### src/rtl/reloj_hhmmss_cfg.sv
// hh:mm:ss time-of-day counter with RUN/HOLD modes, manual hour/minute stepping,
// and a range-checked load port. The 12-hour display view is derived combinationally.
module reloj_hhmmss_cfg #(
    parameter int HOURS_MOD = 24,
    parameter int MINS_MOD  = 60,
    parameter int SECS_MOD  = 60,
    parameter int HW        = 5,
    parameter int MW        = 6,
    parameter int SW        = 6
) (
    input  logic          clk,
    input  logic          reset,
    input  logic          tick,
    input  logic          hold,
    input  logic          inc_h,
    input  logic          inc_m,
    input  logic          set_valid,
    input  logic [HW-1:0] set_horas,
    input  logic [MW-1:0] set_minutos,
    input  logic [SW-1:0] set_segundos,
    output logic          set_ready,
    output logic          set_err,
    output logic [HW-1:0] horas,
    output logic [MW-1:0] minutos,
    output logic [SW-1:0] segundos,
    output logic [HW-1:0] hora12,
    output logic          pm,
    output logic          day_pulse
);

    typedef enum logic {RUN = 1'b0, HOLD = 1'b1} state_t;
    state_t state;

    localparam logic [HW-1:0] H_MAX = HW'(HOURS_MOD - 1);
    localparam logic [MW-1:0] M_MAX = MW'(MINS_MOD - 1);
    localparam logic [SW-1:0] S_MAX = SW'(SECS_MOD - 1);

    logic load_ok, s_wrap, m_wrap, h_wrap;

    assign load_ok   = (set_horas <= H_MAX) && (set_minutos <= M_MAX) && (set_segundos <= S_MAX);
    assign s_wrap    = (segundos == S_MAX);
    assign m_wrap    = (minutos == M_MAX);
    assign h_wrap    = (horas == H_MAX);
    assign set_ready = ~reset;

    always_ff @(posedge clk) begin
        if (reset) begin
            state     <= RUN;
            horas     <= '0;
            minutos   <= '0;
            segundos  <= '0;
            set_err   <= 1'b0;
            day_pulse <= 1'b0;
        end else begin
            state     <= hold ? HOLD : RUN;
            set_err   <= 1'b0;
            day_pulse <= 1'b0;
            // any load, accepted or rejected, swallows the same-cycle tick/inc
            if (set_valid) begin
                if (load_ok) begin
                    horas    <= set_horas;
                    minutos  <= set_minutos;
                    segundos <= set_segundos;
                end else begin
                    set_err <= 1'b1;
                end
            end else if (state == RUN) begin
                if (tick) begin
                    segundos <= s_wrap ? '0 : segundos + SW'(1);
                    if (s_wrap) begin
                        minutos <= m_wrap ? '0 : minutos + MW'(1);
                        if (m_wrap) begin
                            horas <= h_wrap ? '0 : horas + HW'(1);
                            if (h_wrap)
                                day_pulse <= 1'b1;
                        end
                    end
                end
            end else begin
                if (inc_m) begin
                    minutos  <= m_wrap ? '0 : minutos + MW'(1);
                    segundos <= '0;
                end
                if (inc_h)
                    horas <= h_wrap ? '0 : horas + HW'(1);
            end
        end
    end

    always_comb begin
        hora12 = horas;
        pm     = 1'b0;
        if (HOURS_MOD == 24 && horas >= HW'(12)) begin
            hora12 = horas - HW'(12);
            pm     = 1'b1;
        end
        if (hora12 == '0)
            hora12 = HW'(12);
    end

endmodule
### config.mk
export PLATFORM = sky130hd
export DESIGN_NAME = reloj_hhmmss_cfg
export DESIGN_NICKNAME = d
export VERILOG_FILES = /design/src/rtl/reloj_hhmmss_cfg.sv
export SDC_FILE = /design/constraint.sdc
export NUM_CORES = 1
export LEC_CHECK = 0
export ABC_AREA = 1
export CORE_MARGIN = 1
export CORE_UTILIZATION = 46
export DETAILED_ROUTE_END_ITERATION = 8
export PLACE_DENSITY = 0.82
export SLEW_MARGIN = 20
export SYNTH_ARGS = -nofsm -noshare
export SYNTH_HDL_FRONTEND = slang
export SYNTH_SLANG_ARGS = --single-unit
### constraint.sdc
create_clock -name clk -period 2.2 [get_ports clk]
set_input_delay 0.44 -clock clk [delete_from_list [all_inputs] [get_ports clk]]
set_output_delay 0.44 -clock clk [all_outputs]
set_load 0.05 [all_outputs]
# Word level (Yosys, flattened, before mapping)
# Cells that the tools add are included.
totals:
  reg_bits: 20
  inputBits: 24
  out_inout_bits: 26
  word_cells: 63
classes:
  addsub: 4
  order_cmp: 4
  eq_ne: 6
  muxes: 27
  bitwise: 5
  reduce_logical: 11
ops:
  columns: ["operator", "count"]
  rows:
  - ["$mux W6", 13]
  - ["$mux W5", 10]
  - ["$add A6 B1 Y6 const B", 2]
  - ["$eq A6 B6 Y1 const B", 2]
  - ["$le A6 B6 Y1 const B", 2]
  - ["$reduce_bool A3 Y1", 3]
  - ["$ne A3 B3 Y1 const B", 2]
  - ["$reduce_or A6 Y1", 1]
  - ["$add A5 B1 Y5 const B", 1]
  - ["$eq A5 B5 Y1 const B", 1]
  - ["$ge A5 B4 Y1 const B", 1]
  - ["$le A5 B5 Y1 const B", 1]
  - ["$logic_not A5 Y1", 1]
  - ["$not A1 Y1", 5]
  - ["$reduce_and A5 Y1", 1]
  - ["$sub A5 B4 Y5 const B", 1]
  - ["$mux W1", 4]
  - ["$reduce_and A4 Y1", 1]
  - ["$reduce_and A3 Y1", 1]
  - ["$logic_and A1 B1 Y1", 2]
  - ["$ne A2 B1 Y1 const B", 1]
  - ["$reduce_or A2 Y1", 1]

# Depth between registers and ports, before layout
# Gate-level depths: netlist of run 1.
depth:
  word_depth: 7
  depth_mapped: 10
  ltp_nobuf: 9

# Least setup slack after synthesis of run 1
# Ideal clock, no wire load.
synth_path:
  path_type: "register to output"
  startpoint: "reg horas[3]"
  endpoint: "out hora12[1]"
  arrival_ns: 2.500
  required_ns: 1.760
  slack_ns: -0.740
  path_stages_with_launch: 8
  cell_sequence: "dfxtp_1 > ha_1 > xor2_1 > a21oi_1 > nor2_1 > nand3_1 > nand2_1 > inv_1"
synth_between:
  elab_chain_len: 4
synth_rtl:
  columns: ["item", "line", "source"]
  rows:
  - ["start, declared", "23", "output logic [HW-1:0] horas,"]
  - ["start signal, assigned", "61", "horas <= set_horas;"]
  - ["start signal, assigned", "73", "horas <= h_wrap ? '0 : horas + HW'(1);"]
  - ["start signal, assigned", "85", "horas <= h_wrap ? '0 : horas + HW'(1);"]
  - ["$sub A5 B4 Y5 or $ge A5 B4 Y1 (tied branches)", "94, 93", null]
  - ["$mux W5 (*)", "93", "if (HOURS_MOD == 24 && horas >= HW'(12)) begin"]
  - ["$logic_not A5 Y1", "97", "if (hora12 == '0)"]
  - ["$mux W5 (*)", "97", null]
  - ["end, declared", "26", "output logic [HW-1:0] hora12,"]
# Every way passes the cells marked *; elsewhere a longest branch is shown, timed or not.

# Worst setup path after layout of run 1
# Same ends and word-level chain as after synthesis.

==> impl_results.md, run 1 <==
* Status: finished, violations left
* Failing checks: negative setup slack
* WP data arrival at ~1.9 ns
* Clock sink count at 20
* Largest net degree at the start of global routing at 23
* Peak VDD IR at between 0.0004 and 0.0005 V
* Post-synth top area share at 26.21%
* Leading area contributor after synthesis: dfxtp_1
* Gpl congestion at between 0.8 and 0.9
* Worst endpoint required time at 1.76 ns
* Vert. Die Dim at 59.63 um
* Cell area after synthesis at about 0.0015 sq mm
* PD cells at 623.4 mW/mm^2
* Antenna Cells at 0
* Netlist cell types at 31
* Port bufs at between 40 and 50
* Ratio of cells with drive above 1 in the final layout at a little under a quarter
* Row cnt at 20
* Final period util at 105.6%
* Sequential area share after synthesis at about a quarter
* Flops & latches, synth at 20
* Fin crit period at around 2.3 ns
* Setup CP Type: flop to output pin
* FFs w/ async S/R, synth at 0%
* Mapped Cells at 236
* Synth top area cells: dfxtp_1, nand2_1, nor2_1
* Hold Path Class: flop to flop
* Gr usage total at between 30% and 40%
* Total die area at about 0.0036 sq mm
* RSZ-0062 raised after global routing: true
* Vias in the first global route at ~1700
* Nets at 332
* Fmax at between 0.4 and 0.5 GHz
* I/O Pins at 50
* Max cap viols at 0
* Hold Worst Slack at roughly 0.56 ns
* Total Routed Length at 5229 um
* Initial antenna violation count at 0
* Average vias per placed instance at around 5.2
* Latest clock arrival within the worst-skew pair at approximately 0.31 ns
* Layout fillers at 230
* WP buf/inv at 4
* Routed Antenna Nets at 0
* Delay-heaviest family, CP: buffers and inverters
* Slowest cell on the critical path: dfxtp_4
* Delay of the slowest critical-path stage at 0.39 ns
* Count of final hold-check violations at 0
* Max FO, Critical Path at 4
* Post-synth EDFFs at 0
* Die X at ~60 um
* Via count at about 1800
* Grt ovf at 0
* Layout area overhead at 58.89%
* Leak at around 1.2 nW
* DR WL/cell at approximately 15 um
* Crit path cell chain: buf_6 > inv_1 > ha_1 > nand2_2 > o21ai_4 > nand3_4 > nand2_4 > clkinvlp_4 > buf_8
* Main synth FF type: dfxtp_1
* Setup TNS Final at -0.2952 ns
* 1st-iter DRT viols at around 180
* Slew HR at between 60% and 70%
* CORE AREA at 0.003103 sq mm
* Min setup slack post-route at -0.1224 ns
* HPWL Detailed at around 3000 um
* Drc violations at 0
* Mean area per synthesized cell at ~6.5 sq um
* Clk root buf: clkbuf_4
* Drt first pass iters at 5
* Seq. cell area at approximately 420 sq um
* Worst-Margin Slew at 0.5204 ns
* Area of the multi-input gates at between 0.001 and 0.0015 sq mm
* Clk_skew at 0.01121 ns
* Final Power at roughly 1.5 mW
* Syn nets at about 270
* Ys Warns at 0
* Max Slew Vio Count at 0
* Top-count cell post-synth: nand2_1
* H-tree Lvls at 1
* Post-cts hold buffer count at 0
* Crit end category: output pin
* Startpoint types: flop
* Clk slew on worst S/H paths at 0.13 ns
* Top post-synthesis cells by count: nand2_1, nor2_1, inv_1
* Endpoints failing setup at 4
* CTS max path bufs at 2
* TritonCTS clock tree: built
* Number of CTS-inserted buffers at 3
* Global-route wire length before repair at 8004 um
* Initial core utilization at 49.23%
## path summary, 6_finish.rpt
kind / end / slack [ns] / depth (start not counted) / start
min: minutos[1] / 0.56 / 2 / minutos[1]
max reg2reg: horas[4] / 0.44 / 8 / minutos[0]
min reg2reg: minutos[1] / 0.56 / 2 / minutos[1]
max: hora12[1] / -0.12 / 9 / horas[3]
## cell type report
class / instances / share of cell area (%)
Clock buffer: 4 / 1.959
Inverter: 29 / 4.897
Multi-Input combinational cell: 183 / 46.49
Sequential cell: 20 / 17.16
Tap cell: 44 / 2.268
Timing Repair Buffer: 65 / 27.22
## logic make-up after synthesis
family	synth area share, %
compound gates	9.337
xor+xnor	5.733
fa+ha+maj	4.914
buf+inv	9.008
flops	26.21
mux	1.310
simple gates	43.49
## sequential cells by signal (all words and copies together), names as in the netlist
register and flops:
set_err 1, day_pulse 1, minutos 6, horas 5
segundos 6, state 1
## cells in the final DEF (no fill, tap or decap), types with 2 or more instances in the layout
| cell type | count |
|---|---|
| dfxtp_4 | 4 |
| xor2_1 | 5 |
| ha_4 | 2 |
| inv_1 | 22 |
| nand3_1 | 16 |
| mux2i_1 | 2 |
| buf_4 | 16 |
| inv_2 | 3 |
| clkbuf_4 | 3 |
| clkinvlp_4 | 2 |
| nor2_1 | 42 |
| a21boi_0 | 2 |
| dfxtp_1 | 15 |
| nand2_4 | 8 |
| nand2_1 | 54 |
| nand2_2 | 6 |
| o21ai_0 | 14 |
| nand3_4 | 3 |
| a21oi_1 | 3 |
| a21oi_4 | 2 |
| buf_6 | 2 |
| ha_1 | 4 |
| buf_12 | 4 |
| clkdlybuf4s50_1 | 41 |
| xnor2_1 | 3 |
| nor2_2 | 6 |
## stage by stage
| step | std cells | cell area [sq um] | setup WS [ns] | util [%] |
|---|---|---|---|---|
| after floorplan | 236 | 1597 | -0.01879 | - |
| after global placement | 328 | 2168 | 0.1780 | 69.88 |
| after detailed placement | 328 | 2168 | 0.1417 | 69.88 |
| after CTS | 344 | 2391 | -0.006090 | 77.06 |
| after global routing | 345 | 2427 | -0.1582 | 78.23 |
| final | 345 | 2427 | -0.1224 | 78.23 |
## where the power goes
group	switching (mW)	internal, mW	total [mW]	leakage, nW
Combinational	0.479	0.327	0.806	0.972
Clock	0.122	0.139	0.260	0.0261
Sequential	0.0496	0.397	0.447	0.168
## layer usage
| metal | share of wire [%] | GRT usage, % | vias up |
|---|---|---|---|
| met4 | 3.1 | 11.30 | 0 |
| met2 | 50 | 52.49 | 109 |
| li1 | - | - | 863 |
| met5 | 0 | 0 | - |
| met3 | 9.1 | 9.170 | 21 |
| met1 | 38 | 35.63 | 808 |
## timing repair
item,CTS,global route
resized for setup,19,7
setup buffers,12,1
pin swaps,6,7
endpoints found under the setup margin,4,5
endpoints found under the hold margin,0,0
## worst min-delay path, stage by stage, from the launching register on
cell     delay, ns
dfxtp_1       0.36
a21oi_1       0.12
nor2_1        0.05
Note: power is estimated with default switching activity, not from simulation.
==> run 2, diff against run 1 <==
TNS_END_PERCENT = 1   (was not set)
==> run 2 against run 1 <==
The flow still finishes with violations (negative setup slack). Combinational power about the same. Final cell count unchanged. Cell area unchanged. Critical path depth unchanged.
==> impl_results.md, run 2 (synthesized netlist as in run 1, its figures left out) <==
* Fin crit period at 2.322 ns (unchanged)
* Vias in the first global route at 1717 (unchanged)
* Clk slew on worst S/H paths at 0.13 ns (about the same)
* Max cap viols at 0 (unchanged)
* Crit path cell chain: buf_6 > inv_1 > ha_1 > nand2_2 > o21ai_4 > nand3_4 > nand2_4 > clkinvlp_4 > buf_8
* Hold Path Class: flop to flop
* Average vias per placed instance at 5.220 (unchanged)
* Slowest cell on the critical path: dfxtp_4
* PD cells at 623.4 mW/mm^2 (unchanged)
* Latest clock arrival within the worst-skew pair at 0.31 ns (about the same)
* Setup CP Type: flop to output pin
* Via count at 1801 (unchanged)
* Fmax at 0.4306 GHz (unchanged)
* Row cnt at 20 (unchanged)
* Commonest non-fill, non-tap cell in the layout: nand2_1
* Endpoints failing setup at 4 (unchanged)
* Number of CTS-inserted buffers at 3 (unchanged)
* Grt ovf at 0 (unchanged)
* WP buf/inv at 4 (unchanged)
* Port bufs at 49 (unchanged)
* I/O Pins at 50 (unchanged)
* CTS max path bufs at 2 (unchanged)
* Crit end category: output pin
* Routed Antenna Nets at 0 (unchanged)
* Layout area overhead at 58.89% (unchanged)
* HPWL Detailed at 2993 um (unchanged)
* Failing checks: negative setup slack
* Status: finished, violations left
* Dpl ws at 0.1417 ns (unchanged)
* Final period util at 105.6% (unchanged)
* WP data arrival at 1.88 ns (about the same)
* Clock group share of total power at 17.2% (about the same)
* Total die area at 0.003556 sq mm (unchanged)
* Total Routed Length at 5229 um (unchanged)
* Antenna Cells at 0 (unchanged)
* Die X at 59.63 um (unchanged)
* Biggest regs: minutos (6), segundos (6), horas (5)
* Commonest cells after routing, fill and taps aside: nand2_1, nor2_1, clkdlybuf4s50_1
* Worst-Margin Slew at 0.5204 ns (unchanged)
* Delay of the slowest critical-path stage at 0.39 ns (about the same)
* Sequential Power Share at 29.5% (about the same)
* Global-route wire length before repair at 8004 um (unchanged)
* Worst endpoint required time at 1.76 ns (about the same)
* Leak at 1.166 nW (unchanged)
* Slew HR at 65.25% (unchanged)
* Count of final hold-check violations at 0 (unchanged)
* Vert. Die Dim at 59.63 um (unchanged)
* Max FO, Critical Path at 4 (unchanged)
* TritonCTS clock tree: built
* Net Sw Frac at 42.99% (unchanged)
* Comb pwr share at 53.2% (about the same)
* Clk_skew at 0.01121 ns (unchanged)
* 1st-iter DRT viols at 183 (unchanged)
* Peak VDD IR at 0.0004073 V (unchanged)
* Max Slew Vio Count at 0 (unchanged)
* Hold Worst Slack at 0.5557 ns (unchanged)
* Int Pwr at 0.8628 mW (unchanged)
* Ratio of cells with drive above 1 in the final layout at 23.59% (unchanged)
* Startpoint types: flop
* H-tree Lvls at 1 (unchanged)
* Drt first pass iters at 5 (unchanged)
* Clk root buf: clkbuf_4
* NetSw at 0.6505 mW (unchanged)
* Gr usage total at 30.55% (unchanged)
* Initial core utilization at 49.23% (unchanged)
* Clock sink count at 20 (unchanged)
* Nets at 332 (unchanged)
* Min setup slack post-route at -0.1224 ns (unchanged)
* CORE AREA at 0.003103 sq mm (unchanged)
* RSZ-0062 raised after global routing: true
* DR WL/cell at 15.16 um (unchanged)
* Initial antenna violation count at 0 (unchanged)
* Delay-heaviest family, CP: buffers and inverters
* Post-cts hold buffer count at 0 (unchanged)
* Drc violations at 0 (unchanged)
* Gpl congestion at 0.8096 (unchanged)
* Largest net degree at the start of global routing at 23 (unchanged)
run 2: cell counts in the layout (fill, tap and decap cells not counted):
Identical to the previous run, type by type.
run 2: worst register-to-register path: stages (launching register included):
cell     delay, ns
dfxtp_1       0.43
ha_1          0.23
nand3_1       0.11
o21a_1        0.22
inv_1         0.08
nand2_1       0.08
nor2_2        0.20
nor2_1        0.11
nor2_1        0.19
run 2: area by class of cell:
type / instances / area (sq um)
Inverter: 29 / 118.9
Fill cell: 230 / 675.6
Tap cell: 44 / 55.05
Timing Repair Buffer: 65 / 660.6
Sequential cell: 20 / 416.7
Clock buffer: 4 / 47.55
Multi-Input combinational cell: 183 / 1129
run 2: final timing paths:
| kind | from | end | slack [ns] | cells after the start |
|---|---|---|---|---|
| min | minutos[1] | minutos[1] | 0.56 | 2 |
| max | horas[3] | hora12[1] | -0.12 | 9 |
| max reg2reg | minutos[0] | horas[4] | 0.44 | 8 |
| min reg2reg | minutos[1] | minutos[1] | 0.56 | 2 |
run 2: power by group through the flow:
| stage | Combinational, mW | Sequential, mW | Clock (mW) |
|---|---|---|---|
| final | 0.806 | 0.447 | 0.260 |
| after global routing | 0.849 | 0.454 | 0.282 |
| after detailed placement | 0.668 | 0.458 | 0 |
| after CTS | 0.752 | 0.443 | 0.261 |
| after global placement | 0.661 | 0.459 | 0 |
| after floorplan | 0.323 | 0.560 | 0 |
run 2: what timing repair did:
item                       4_1_cts  5_1_grt
gates resized for setup         19        7
pin swaps                        6        7
setup buffers                   12        1
setup endpoints to repair        4        5
run 2: routing by layer:
layer / share of wire, % / track usage [%] / routed length, um / vias up
li1: - / - / - / 863
met1: 38 / 35.63 / 1995 / 808
met2: 50 / 52.49 / 2594 / 109
met3: 9.1 / 9.170 / 476 / 21
met4: 3.1 / 11.30 / 161 / 0
met5: 0 / 0 / 0 / -
run 2: metrics by stage:
step	cells	total power, mW	instance area (sq um)	setup TNS (ns)	util, %
floorplan	236	0.8830	1597	-0.03757	-
detailed placement	328	1.126	2168	0	69.88
global route	345	1.585	2427	-0.4641	78.23
CTS	344	1.457	2391	-0.006090	77.06
finish	345	1.513	2427	-0.2952	78.23
global placement	328	1.120	2168	0	69.88
==> run 3, diff against run 2 <==
SLEW_MARGIN = not set   (was 20)
==> results of run 3 <==
Final layout, timing and power as in run 2 (identical DEF).
==> variant, RTL diff (flow settings as in run 2) <==
Register the output `set_err` once more, with the module's reset; this adds one clock of latency there. The other outputs are not delayed to match.
--- a/src/rtl/reloj_hhmmss_cfg.sv
+++ b/src/rtl/reloj_hhmmss_cfg.sv
@@ -30,4 +30,6 @@
 
     typedef enum logic {RUN = 1'b0, HOLD = 1'b1} state_t;
+
+    logic set_err_s0;
     state_t state;
 
@@ -50,9 +52,9 @@
             minutos   <= '0;
             segundos  <= '0;
-            set_err   <= 1'b0;
+            set_err_s0 <= 1'b0;
             day_pulse <= 1'b0;
         end else begin
             state     <= hold ? HOLD : RUN;
-            set_err   <= 1'b0;
+            set_err_s0 <= 1'b0;
             day_pulse <= 1'b0;
             // any load, accepted or rejected, swallows the same-cycle tick/inc
@@ -63,5 +65,5 @@
                     segundos <= set_segundos;
                 end else begin
-                    set_err <= 1'b1;
+                    set_err_s0 <= 1'b1;
                 end
             end else if (state == RUN) begin
@@ -99,3 +101,11 @@
     end
 
+    always_ff @(posedge clk) begin
+        if (reset) begin
+            set_err <= '0;
+        end else begin
+            set_err <= set_err_s0;
+        end
+    end
+
 endmodule
Function: changed (a bounded check fails within 4 cycles, from zero or initial values and one cycle with reset high).
==> variant against run 2 <==
- the run still ends with setup timing left
- worst hold slack worse by 0.12 ns
- clock skew is 0.0053 ns lower
- global-route usage is 6.1 points lower
- first-iteration DRC count is 62% lower
- routed wire length is 18% lower
- total power is 6.6% lower
- clock power is 22% lower
- setup slack worse by 0.096 ns
- design area is 4.0% lower
- final cell count is 2.0% higher
- via count is 5.7% lower
- synthesized area is 0.90% lower
- sequential cell count is 1 higher
- critical endpoint is now hora12[3]
- largest power group unchanged
==> variant: results (changes against run 2) <==
status finished, violations left; failing checks setup timing; Max VDD drop 0.295 mV (-28%); layout cells sized above 1 19.5% (-4.1 points); # setup viols final 4 (unchanged); Clock Path Buffers 2 (unchanged); sequential fraction of the synthesis area 27.8% (+1.6 points); vias in the first global route 1,561 (-9.1%); RD Place Congestion 0.829 (+2.4%); met3 usage 2.84% (-6.3 points); met1 Use GR 30.5% (-5.1 points); fin worst setup slack -0.219 ns (-0.0963 ns); commonest cells in the netlist nand2_1 (64), nor2_1 (51), inv_1 (28); vias 1,699 (-5.7%); M2 GR Usage 42.5% (-10 points); HPWL after detailed placement 2.94 mm (-1.8%); leak pwr 0.00112 µW (-4.4%); crit path from horas[2]$_SDFFE_PP0P_; Netlist cell types 28 (-9.7%); first-pass GRT wire length 6.58 mm (-18%); top post-synthesis cells by area dfxtp_1 (28%), nand2_1 (16%), nor2_1 (13%); Syn. warnings 0 (unchanged); r2r startpoint minutos[0]$_SDFFE_PP0P_; Hold Crit Start set_err_s0$_SDFF_PP0_; Worst Path Max Fanout 8 (+4); Least-Margin Pin Slew 0.509 ns (-0.0115 ns); CP arrival 1.98 ns (+0.10 ns); Mapped Nets 277 (+4.1%); worst slack at placement 0.0639 ns (-0.0778 ns); WL/cell 12.1 µm (-20%); GRT Util Overall 24.5% (-6.1 points)
variant: cell types whose count changed after synthesis, sizes merged, moves of 2 or more:
cell	run 2	this run
nand3	19	21
xor2	6	4
nor2	50	57
inv	28	32
a21oi	5	2
variant: layout make-up:
cell class,count,area [µm²]
fillers,256,748
well taps,44,55.1
flip-flops and latches,21,434
inverters,33,129
clock buffers,3,22.5
clock inverters,1,5.00
repair buffers,61,629
multi-input cells,189,1050
variant: metrics by stage:
stage          setup TNS, ns  area [µm²]  std cells  hold WS, ns  utilization (%)
5_1_grt                -1.05        2330        352        0.442             75.7
3_3_place_gp               0        2160        341        0.400             70.1
2_1_floorplan              0        1570        247        0.388                -
4_1_cts               -0.270        2290        349        0.430             74.5
6_report              -0.761        2330        352        0.432             75.7
3_5_place_dp               0        2160        341        0.407             70.1
variant: critical path, cell delays in order (launching register included):
cell and delay [ns]:
dfxtp_2 0.37, buf_4 0.18, ha_1 0.32, nand2_2 0.08
o21ai_4 0.09, nand4_1 0.21, buf_4 0.22, nand2_4 0.06
buf_12 0.13
variant: power by group:
| part | switching (µW) | total (µW) | internal [µW] |
|---|---|---|---|
| clock | 135 | 203 | 67.9 |
| sequential | 42.6 | 458 | 416 |
| combinational | 444 | 753 | 309 |
| total | 621 | 1410 | 793 |
variant: timing repair:
| action | 4_1_cts | 5_1_grt |
|---|---|---|
| gates resized for setup | 15 | 4 |
| pin swaps | 3 | 4 |
| setup endpoints to repair | 4 | 5 |
| gates cloned | 0 | 0 |
| buffers inserted | 4 | 3 |
variant: path summary, 6_finish.rpt:
path	end	slack (ns)	cells after the start
setup / recovery	hora12[3]	-0.22	8
hold / removal	set_err$_SDFF_PP0_	0.43	2
setup reg to reg	horas[4]$_SDFFE_PP0P_	0.50	9
hold reg to reg	set_err$_SDFF_PP0_	0.43	2
variant: cells by family after synthesis:
group | count (synthesis) | synth area share [%]
AND/OR/NAND/NOR | 151 | 43.1
flip-flops | 21 | 27.8
multiplexers | 2 | 1.32
AO/OA/AOI/OAI | 21 | 7.85
adder cells (fa/ha/maj) | 6 | 4.96
XOR/XNOR | 9 | 5.21
buffers and inverters | 37 | 9.83
variant: metal layers:
layer / vias up / wire length [µm]
met1: 745 / 1880
met5: - / 0
li1: 895 / -
met2: 53 / 2130
met4: 0 / 63
met3: 6 / 191
